`config.mk`:
```
export PLATFORM = sky130hd
export DESIGN_NAME = pfd_sampled_flat
export DESIGN_NICKNAME = d
export VERILOG_FILES = /design/src/rtl/pfd_sampled_if.sv /design/src/rtl/pfd_sampled.sv /design/src/flat_wrapper.sv
export SDC_FILE = /design/constraint.sdc
export NUM_CORES = 1
export LEC_CHECK = 0
export CORE_AREA = 5 5 71 85
export CTS_BUF_LIST = sky130_fd_sc_hd__clkbuf_8 sky130_fd_sc_hd__clkbuf_16
export CTS_CLUSTER_DIAMETER = 50
export DETAILED_ROUTE_END_ITERATION = 8
export DIE_AREA = 0 0 76 90
export PLACE_DENSITY = 0.63
export SYNTH_ARGS = -nofsm -noshare
export SYNTH_HDL_FRONTEND = slang
export SYNTH_SLANG_ARGS = --single-unit
```
`constraint.sdc`:
```
create_clock -name clk -period 2.1 [get_ports clk]
set_input_delay 0.315 -clock clk [delete_from_list [all_inputs] [get_ports clk]]
set_output_delay 0.315 -clock clk [all_outputs]
set_load 0.01 [all_outputs]
```
`src/rtl/pfd_sampled_if.sv`:
```
// Signal bundle between the sampled PFD and its surroundings.
// The PFD takes the slave view; whatever supplies ref/fb takes the master view.
interface pfd_sampled_if #(
  parameter int W = 8
) ();
  logic         ref_clk;
  logic         fb;
  logic         up;
  logic         dn;
  logic [W-1:0] err_width;
  logic         err_sign;
  logic         err_valid;
  logic         slip;
  logic         lock;

  modport master (
    output ref_clk, fb,
    input  up, dn, err_width, err_sign, err_valid, slip, lock
  );

  modport slave (
    input  ref_clk, fb,
    output up, dn, err_width, err_sign, err_valid, slip, lock
  );
endinterface

```
`src/rtl/pfd_sampled.sv`:
```
// Sampled tri-state phase-frequency detector with phase-error report,
// cycle-slip detection and lock indication.
//
//   state | meaning
//   IDLE  | no pending lead, waiting for the first edge
//   UP    | ref has led, counting lead cycles, up asserted
//   DN    | fb has led, counting lead cycles, dn asserted
//   BOTH  | both edges seen, up and dn held for MIN_ON cycles
module pfd_sampled #(
  parameter int SYNC_STAGES = 2,
  parameter int MIN_ON      = 2,
  parameter int W           = 8,
  parameter int LOCK_TOL    = 3,
  parameter int LOCK_CNT    = 16
) (
  input logic         clk,
  input logic         rst,
  pfd_sampled_if.slave bus
);

  localparam int HW = (MIN_ON > 1) ? $clog2(MIN_ON) : 1;
  localparam int LW = $clog2(LOCK_CNT + 1);

  typedef enum logic [1:0] {IDLE, UP, DN, BOTH} state_t;

  state_t                 state, state_nx;
  logic [SYNC_STAGES-1:0] ref_sync, fb_sync;
  logic                   ref_prev, fb_prev;
  logic                   re, fe;
  logic                   eff_r, eff_f;
  logic                   resolve;
  logic                   enter_both;
  logic                   sign_nx;
  logic                   slip_nx;
  logic [W-1:0]           width_nx;
  logic [W-1:0]           cnt, cnt_inc;
  logic [HW-1:0]          hold;
  logic                   pend_r, pend_f;
  logic [W-1:0]           err_width;
  logic                   err_sign, err_valid, slip, lock;
  logic [LW-1:0]          lock_cnt, lock_cnt_inc;

  assign re = ref_sync[SYNC_STAGES-1] & ~ref_prev;
  assign fe = fb_sync[SYNC_STAGES-1] & ~fb_prev;

  assign cnt_inc      = (cnt == {W{1'b1}}) ? cnt : cnt + 1'b1;
  assign lock_cnt_inc = (lock_cnt == LW'(LOCK_CNT)) ? lock_cnt : lock_cnt + 1'b1;

  always_ff @(posedge clk) begin
    if (rst) begin
      ref_sync <= '0;
      fb_sync  <= '0;
      ref_prev <= 1'b0;
      fb_prev  <= 1'b0;
    end else begin
      ref_sync <= {ref_sync[SYNC_STAGES-2:0], bus.ref_clk};
      fb_sync  <= {fb_sync[SYNC_STAGES-2:0], bus.fb};
      ref_prev <= ref_sync[SYNC_STAGES-1];
      fb_prev  <= fb_sync[SYNC_STAGES-1];
    end
  end

  always_ff @(posedge clk) begin
    if (rst) state <= IDLE;
    else     state <= state_nx;
  end

  // Leaving BOTH behaves like IDLE, with edges caught during the window folded in.
  always_comb begin
    state_nx   = state;
    enter_both = 1'b0;
    sign_nx    = 1'b0;
    slip_nx    = 1'b0;
    width_nx   = '0;
    eff_r      = re | (pend_r & (state == BOTH));
    eff_f      = fe | (pend_f & (state == BOTH));
    resolve    = (state == IDLE) || ((state == BOTH) && (hold == '0));
    if (resolve) begin
      case ({eff_r, eff_f})
        2'b11: begin
          state_nx   = BOTH;
          enter_both = 1'b1;
        end
        2'b10:   state_nx = UP;
        2'b01:   state_nx = DN;
        default: state_nx = IDLE;
      endcase
    end else begin
      case (state)
        UP: begin
          if (fe) begin
            state_nx   = BOTH;
            enter_both = 1'b1;
            width_nx   = cnt_inc;
            sign_nx    = 1'b1;
          end else if (re) begin
            slip_nx = 1'b1;
          end
        end
        DN: begin
          if (re) begin
            state_nx   = BOTH;
            enter_both = 1'b1;
            width_nx   = cnt_inc;
          end else if (fe) begin
            slip_nx = 1'b1;
          end
        end
        default: state_nx = state;
      endcase
    end
  end

  always_ff @(posedge clk) begin
    if (rst) begin
      cnt    <= '0;
      hold   <= '0;
      pend_r <= 1'b0;
      pend_f <= 1'b0;
    end else begin
      if ((state_nx != state) && ((state_nx == UP) || (state_nx == DN))) cnt <= '0;
      else if ((state == UP) || (state == DN))                          cnt <= cnt_inc;

      if (enter_both)                           hold <= HW'(MIN_ON - 1);
      else if ((state == BOTH) && (hold != '0)) hold <= hold - 1'b1;

      if ((state == BOTH) && !resolve) begin
        pend_r <= pend_r | re;
        pend_f <= pend_f | fe;
      end else begin
        pend_r <= 1'b0;
        pend_f <= 1'b0;
      end
    end
  end

  always_ff @(posedge clk) begin
    if (rst) begin
      err_width <= '0;
      err_sign  <= 1'b0;
      err_valid <= 1'b0;
      slip      <= 1'b0;
      lock_cnt  <= '0;
      lock      <= 1'b0;
    end else begin
      err_valid <= enter_both;
      slip      <= slip_nx;
      if (enter_both) begin
        err_width <= width_nx;
        err_sign  <= sign_nx;
      end
      // Lock follows the registered report, so it trails err_valid by one edge.
      if (slip) begin
        lock_cnt <= '0;
        lock     <= 1'b0;
      end else if (err_valid) begin
        if (err_width <= W'(LOCK_TOL)) begin
          lock_cnt <= lock_cnt_inc;
          lock     <= (lock_cnt_inc == LW'(LOCK_CNT));
        end else begin
          lock_cnt <= '0;
          lock     <= 1'b0;
        end
      end
    end
  end

  assign bus.up        = (state == UP) || (state == BOTH);
  assign bus.dn        = (state == DN) || (state == BOTH);
  assign bus.err_width = err_width;
  assign bus.err_sign  = err_sign;
  assign bus.err_valid = err_valid;
  assign bus.slip      = slip;
  assign bus.lock      = lock;

endmodule

```
`src/flat_wrapper.sv`:
```
// flat-port wrapper written by rule: the top's interface ports become plain ports
module pfd_sampled_flat 
#(
  parameter int SYNC_STAGES = 2,
  parameter int MIN_ON      = 2,
  parameter int W           = 8,
  parameter int LOCK_TOL    = 3,
  parameter int LOCK_CNT    = 16
)
  (clk, rst, bus_ref_clk, bus_fb, bus_up, bus_dn, bus_err_width, bus_err_sign, bus_err_valid, bus_slip, bus_lock);
  pfd_sampled_if #(.W(W)) bus_i ();
  input logic clk;
  input logic rst;
  input wire logic [$bits(bus_i.ref_clk)-1:0] bus_ref_clk;
  input wire logic [$bits(bus_i.fb)-1:0] bus_fb;
  output wire logic [$bits(bus_i.up)-1:0] bus_up;
  output wire logic [$bits(bus_i.dn)-1:0] bus_dn;
  output wire logic [$bits(bus_i.err_width)-1:0] bus_err_width;
  output wire logic [$bits(bus_i.err_sign)-1:0] bus_err_sign;
  output wire logic [$bits(bus_i.err_valid)-1:0] bus_err_valid;
  output wire logic [$bits(bus_i.slip)-1:0] bus_slip;
  output wire logic [$bits(bus_i.lock)-1:0] bus_lock;
  assign bus_i.ref_clk = bus_ref_clk;
  assign bus_i.fb = bus_fb;
  assign bus_up = bus_i.up;
  assign bus_dn = bus_i.dn;
  assign bus_err_width = bus_i.err_width;
  assign bus_err_sign = bus_i.err_sign;
  assign bus_err_valid = bus_i.err_valid;
  assign bus_slip = bus_i.slip;
  assign bus_lock = bus_i.lock;
  pfd_sampled #(.SYNC_STAGES(SYNC_STAGES), .MIN_ON(MIN_ON), .W(W), .LOCK_TOL(LOCK_TOL), .LOCK_CNT(LOCK_CNT)) u_core (.clk(clk), .rst(rst), .bus(bus_i));
endmodule
```
== After elaboration in Yosys (flattened, before gate mapping) ==
Cells that the tools add are included.
Widths: inputs -> output; s select.

* Bits in registers: 36
* Bits in latches: 0
* Bits in writable memories: 0
* Bits in read-only memories: 0
* Input port bits: 4
* Output and inout bits: 14
* Logic and storage cells: 84
* Memories kept: 0

* $add $sub $neg: 3
* Multipliers: 0
* Div/mod/pow operators: 0
* $lt $le $gt $ge: 1
* Equality and inequality tests: 12
* Shift-type cells: 0
* Multiplexer cells: 25
* Bitwise gates (word level): 12
* Reductions and logical operators: 16

{| class="wikitable"
|+ Operators with widths
! operator !! count
|-
| $mux 8 || 4
|-
| $pmux 8 s2 || 1
|-
| $mux 1 || 11
|-
| $eq 2x2->1 const B || 5
|-
| $eq 5x5->1 const B || 2
|-
| $mux 5 || 2
|-
| $add 8x1->8 const B || 1
|-
| $eq 8x8->1 const B || 1
|-
| $le 8x2->1 const B || 1
|-
| $reduce_or 2->1 || 4
|-
| $eq 2x1->1 const B || 3
|-
| $mux 2 || 3
|-
| $pmux 2 s3 || 1
|-
| $add 5x1->5 const B || 1
|-
| $logic_or 1x1->1 || 5
|-
| $and 1x1->1 || 4
|-
| $logic_and 1x1->1 || 4
|-
| $not 1->1 || 4
|-
| $or 1x1->1 || 4
|-
| $pmux 1 s2 || 2
|-
| $pmux 2 s2 || 1
|-
| $logic_not 2->1 || 1
|-
| $ne 2x2->1 || 1
|-
| $reduce_bool 2->1 || 1
|-
| other kinds (2) || 2
|}

== Depth between registers and ports, before layout ==
* Depth in word-level cells: 10
* Depth in mapped cells: 8
* Mapped depth without buffers: 7

== Worst setup path before layout ==
OpenSTA, ideal clock, no wires.

* Path kind: reg-to-reg
* Start: register u_core.state[0]
* End: register u_core.cnt[5]
* Library setup time: 133 ps
* Arrival time: 1839 ps
* Required time: 1967 ps
* Slack: 128 ps
* Stages on the path, launching flop included: 7
* Buffers on the path: 0
* Period minus slack after synthesis: 1972 ps
* Path through: dfxtp_1 inv_1 ha_1 or3_4 a311o_1 mux2i_4 nor4_2

* Word-level cells in the longest chain between the ends: 10
* Elaborated cells on any way between the ends: 25
* Those cells by class: eq/ne: 9; mux: 5; bitwise: 4; reduce/logical: 7

{| class="wikitable"
|+ RTL lines
! element !! line !! source
|-
| start, declared || pfd_sampled.sv:26 || <nowiki>state_t state, state_nx;</nowiki>
|-
| start signal, assigned || pfd_sampled.sv:65 || <nowiki>else state <= state_nx;</nowiki>
|-
| $eq 2x2->1 || pfd_sampled.sv:75, pfd_sampled.sv:76, pfd_sampled.sv:77 ||
|-
| $and 1x1->1 (on tied branches) || pfd_sampled.sv:76, pfd_sampled.sv:75 ||
|-
| $or 1x1->1 (on tied branches) || pfd_sampled.sv:76, pfd_sampled.sv:75 ||
|-
| $eq 2x1->1 or $eq 2x2->1 (tied branches) || pfd_sampled.sv:79 || <nowiki>case ({eff_r, eff_f})</nowiki>
|-
| $pmux 2 s3 || pfd_sampled.sv:79 ||
|-
| $mux 2 || pfd_sampled.sv:78 || <nowiki>if (resolve) begin</nowiki>
|-
| $eq 2x1->1 or $eq 2x2->1 (tied branches) || pfd_sampled.sv:121 || <nowiki>if ((state_nx != state) && ((state_nx == UP) || (state_nx == DN))) cnt <= '0;</nowiki>
|-
| $logic_or 1x1->1 || pfd_sampled.sv:121 ||
|-
| $logic_and 1x1->1 || pfd_sampled.sv:121 ||
|-
| $reduce_or 2->1 (no line) || -- ||
|-
| end signal, assigned || pfd_sampled.sv:122 || <nowiki>else if ((state == UP) || (state == DN)) cnt <= cnt_inc;</nowiki>
|-
| end, declared || pfd_sampled.sv:36 || <nowiki>logic [W-1:0] cnt, cnt_inc;</nowiki>
|}

Several ways; a longest one is shown, not always the timed one.
A chain may end at the register's enable or synchronous reset.

== Worst setup path in the final report ==
* Start: register u_core.state[0]
* End: output bus_dn

* Word-level cells in the longest chain between the ends: 2
* Elaborated cells on any way between the ends: 3
* Those cells by class: eq/ne: 2; reduce/logical: 1

{| class="wikitable"
|+ RTL lines
! element !! line !! source
|-
| $eq 2x2->1 || pfd_sampled.sv:169 || <nowiki>assign bus.dn = (state == DN) || (state == BOTH);</nowiki>
|-
| $logic_or 1x1->1 (*) || pfd_sampled.sv:169 ||
|-
| end, declared || flat_wrapper.sv:17 || <nowiki>output wire logic [$bits(bus_i.dn)-1:0] bus_dn;</nowiki>
|}

Mark *: on every way between the ends. The rest lies on a longest branch, timed or not.

==> flow_metrics.tcl <==
set metrics [dict create \
    drc 0 \
    synth_common_cells "36 x dfxtp_1, 20 x nor2_1, 18 x nand2_1" \
    fmax_mhz 505.5 \
    synth_nets 229 \
    swShare 0.2453 \
    maxSlewViolCount 0 \
    powerDensity_nw_per_um2 569.5 \
    synth_top_cell_by_area "dfxtp_1" \
    pin_count 18 \
    cp_num_cells 5 \
    wl_per_cell_um 13.72 \
    ant_nets 0 \
    track_usage 0.1255 \
    status "finished clean" \
    area_growth_pct 22.37 \
    ys_top_cells_by_area "dfxtp_1 37%, ha_1 4.4%, nor2_1 3.8%" \
    yosysTopAreaCellShare 0.3650 \
    netlist_area_sq_um 1974 \
    finalPower_uw 1376 \
    synth_edf_count 0 \
    dpl.hpwl_um 3084 \
    worstSkewPairLatency_ns 0.28 \
    core_area_sq_um 5189 \
    path_delay_family "buffers and inverters" \
    relSlewSlack 0.5737 \
    place_inst 300 \
    path_max_fanout 4 \
    clkSinkCount 36 \
    final_util 0.4656 \
    combPwrFrac 0.135 \
    p_int_uw 1039 \
    fin_skew_ns 0.003134 \
    crit_required_ns 1.78 \
    finalSetupViolations 0 \
    fin_crit_sh 0.9421 \
    nNetsFinal 258 \
    die_y_um 90 \
    final_area_sq_um 2416 \
    dpl-instance-area_sq_um 2265 \
    clkPwrFrac 0.356 \
    synthCells 218 \
    portBuffers 17 \
    startpoint_type "flip-flop" \
    holdPathStages 1 \
    dr.pass1.iters 4 \
    yosys_warnings 0 \
    viasPerCell 5.371 \
    reg2regPathDepth 8 \
    first_iter_violations 40 \
    vias 1665 \
    worstPathCellList "inv_1 > ha_1 > buf_4 > or2_2 > dlygate4sd2_1" \
    cts-htree-levels 2 \
    final-instance-count-excl-fill 310 \
    seqPwrFrac 0.510 \
    min_period_ns 1.978 \
    maxCapViolations 0 \
    ys_seq_elements 36 \
    ir_drop_uv 250.5 \
    cts_hold_buf 0 \
    clk_transition_reported_paths_ns 0.07 \
    worstMarginPinSlew_ns 0.6394 \
    hold_path.class "reg -> reg" \
    ys_async_sr_fraction 0 \
    layout-drive-gt1-share 0.1895 \
    yosys.cell_count.top_type "dfxtp_1" \
    ys.flop_type "dfxtp_1" \
    clockRootBuffer "clkbuf_8" \
    antenna_cells 0 \
    finalSetupTns_ns 0 \
    syn_avg_cell_area_sq_um 9.057 \
    critical_path.slowest_cell "dfxtp_1" \
    cp.arrival_ns 1.66 \
    ys_types 57 \
    dieArea_sq_um 6840 \
    grt_pass1_vias 1530 \
    gr-total-overflow 0 \
    grt_pass1_wl_um 7086 \
    cts_buffer_depth 2 \
    crit_buf_inv 3 \
    grt_max_degree 16 \
    cts_buffers 5 \
    path_class "reg -> out" \
    endpoint_kind "output pin" \
    die_x_um 76 \
    power.switching_uw 337.5 \
    leakage_uw 0.0008645 \
    gp_congestion 0.8273 \
    seq_area_frac_synth 0.3650 \
    antenna_found_initial 0 \
    drt_wl_total_um 4254 \
    start_util 0.3805 \
    max_stage_delay_ns 0.33 \
    hold_viol 0 \
    row_count 29 \
    cts_tree "yes" \
]
[what timing repair did]
item,4_1_cts,5_1_grt
buffers inserted,0,2
setup endpoints to repair,2,8
pin swaps,0,1
gates resized for setup,2,6
[cell families after synthesis]
group | count (synthesis) | share of synthesized area
AND/OR/NAND/NOR | 99 | 0.2909
AO/OA/AOI/OAI | 49 | 0.2047
flip-flops | 36 | 0.3650
buffers and inverters | 17 | 0.03929
adder cells (fa/ha/maj) | 7 | 0.04436
multiplexers | 6 | 0.03802
XOR/XNOR | 4 | 0.01775
[cells in the final DEF (no fill, tap or decap), types with 3 or more instances in the layout]
cell type,count
mux2i_1,3
ha_1,6
a21oi_1,10
nor2_1,20
nor4b_1,3
nor2b_1,9
xnor2_1,3
nand3_1,9
o21ai_0,5
clkbuf_8,6
nand4_1,4
a22oi_1,3
a31oi_1,3
dfxtp_1,36
a21o_1,3
inv_1,10
nand2_1,18
clkdlybuf4s50_1,15
buf_4,13
nor3_1,7
nor3_2,5
o211ai_1,5
[worst paths after layout]
path | start | to | slack, ns
max | u_core.state[0] | bus_dn | 0.12
min | u_core.ref_sync[0] | u_core.ref_sync[1] | 0.44
max reg2reg | u_core.state[1] | u_core.cnt[7] | 0.15
min reg2reg | u_core.ref_sync[0] | u_core.ref_sync[1] | 0.44
[layer usage]
layer  share of wire  up-vias  GRT usage  wire, um
li1                -      855          -         -
met1            0.47      768     0.1554      1986
met2            0.47       29     0.1964      1991
met3           0.037       13    0.02900       156
met4           0.028        0    0.07270       120
met5               0        -          0         0
[area by class of cell]
cell class                      instances  area (sq um)
Sequential cell                        36         720.7
Multi-Input combinational cell        165          1212
Inverter                                8         30.03
Clock buffer                            6         82.58
Tap cell                               62         77.57
Fill cell                             518          2773
Clock inverter                          2         7.507
Timing Repair Buffer                   31         285.3
[flip-flops by register name, summed over array words and instances (netlist names)]
signal	count
u_core.ref_sync	2
u_core.pend_f	1
u_core.bus.lock	1
u_core.cnt	8
u_core.fb_sync	2
u_core.bus.err_width	8
u_core.lock_cnt	5
u_core.fb_prev	1
u_core.ref_prev	1
u_core.bus.err_valid	1
u_core.state	2
u_core.hold	1
u_core.bus.slip	1
u_core.bus.err_sign	1
u_core.pend_r	1
[power by group through the flow]
stage | clock (uW) | sequential, uW | combinational (uW)
final | 489 | 701 | 185
after global routing | 548 | 702 | 200
after CTS | 525 | 701 | 158
after detailed placement | 0 | 717 | 160
after global placement | 0 | 717 | 158
after floorplan | 0 | 717 | 118
[through the flow]
step / hold slack [ns] / worst slack, ns
finish: 0.4363 / 0.1216
global route: 0.4513 / -0.004122
CTS: 0.4416 / 0.07098
detailed placement: 0.4242 / 0.09114
global placement: 0.4182 / 0.1386
floorplan: 0.4138 / 0.1283
[worst register-to-register path: cells and delay by family (launching register included)]
kind                       cells  cell delay, ns
AOI/OAI and AO/OA              3            0.57
adders and majority gates      1            0.38
DFF                            1            0.37
buffers and inverters          3            0.34
muxes                          1            0.19
(Power assumes the default switching activity.)
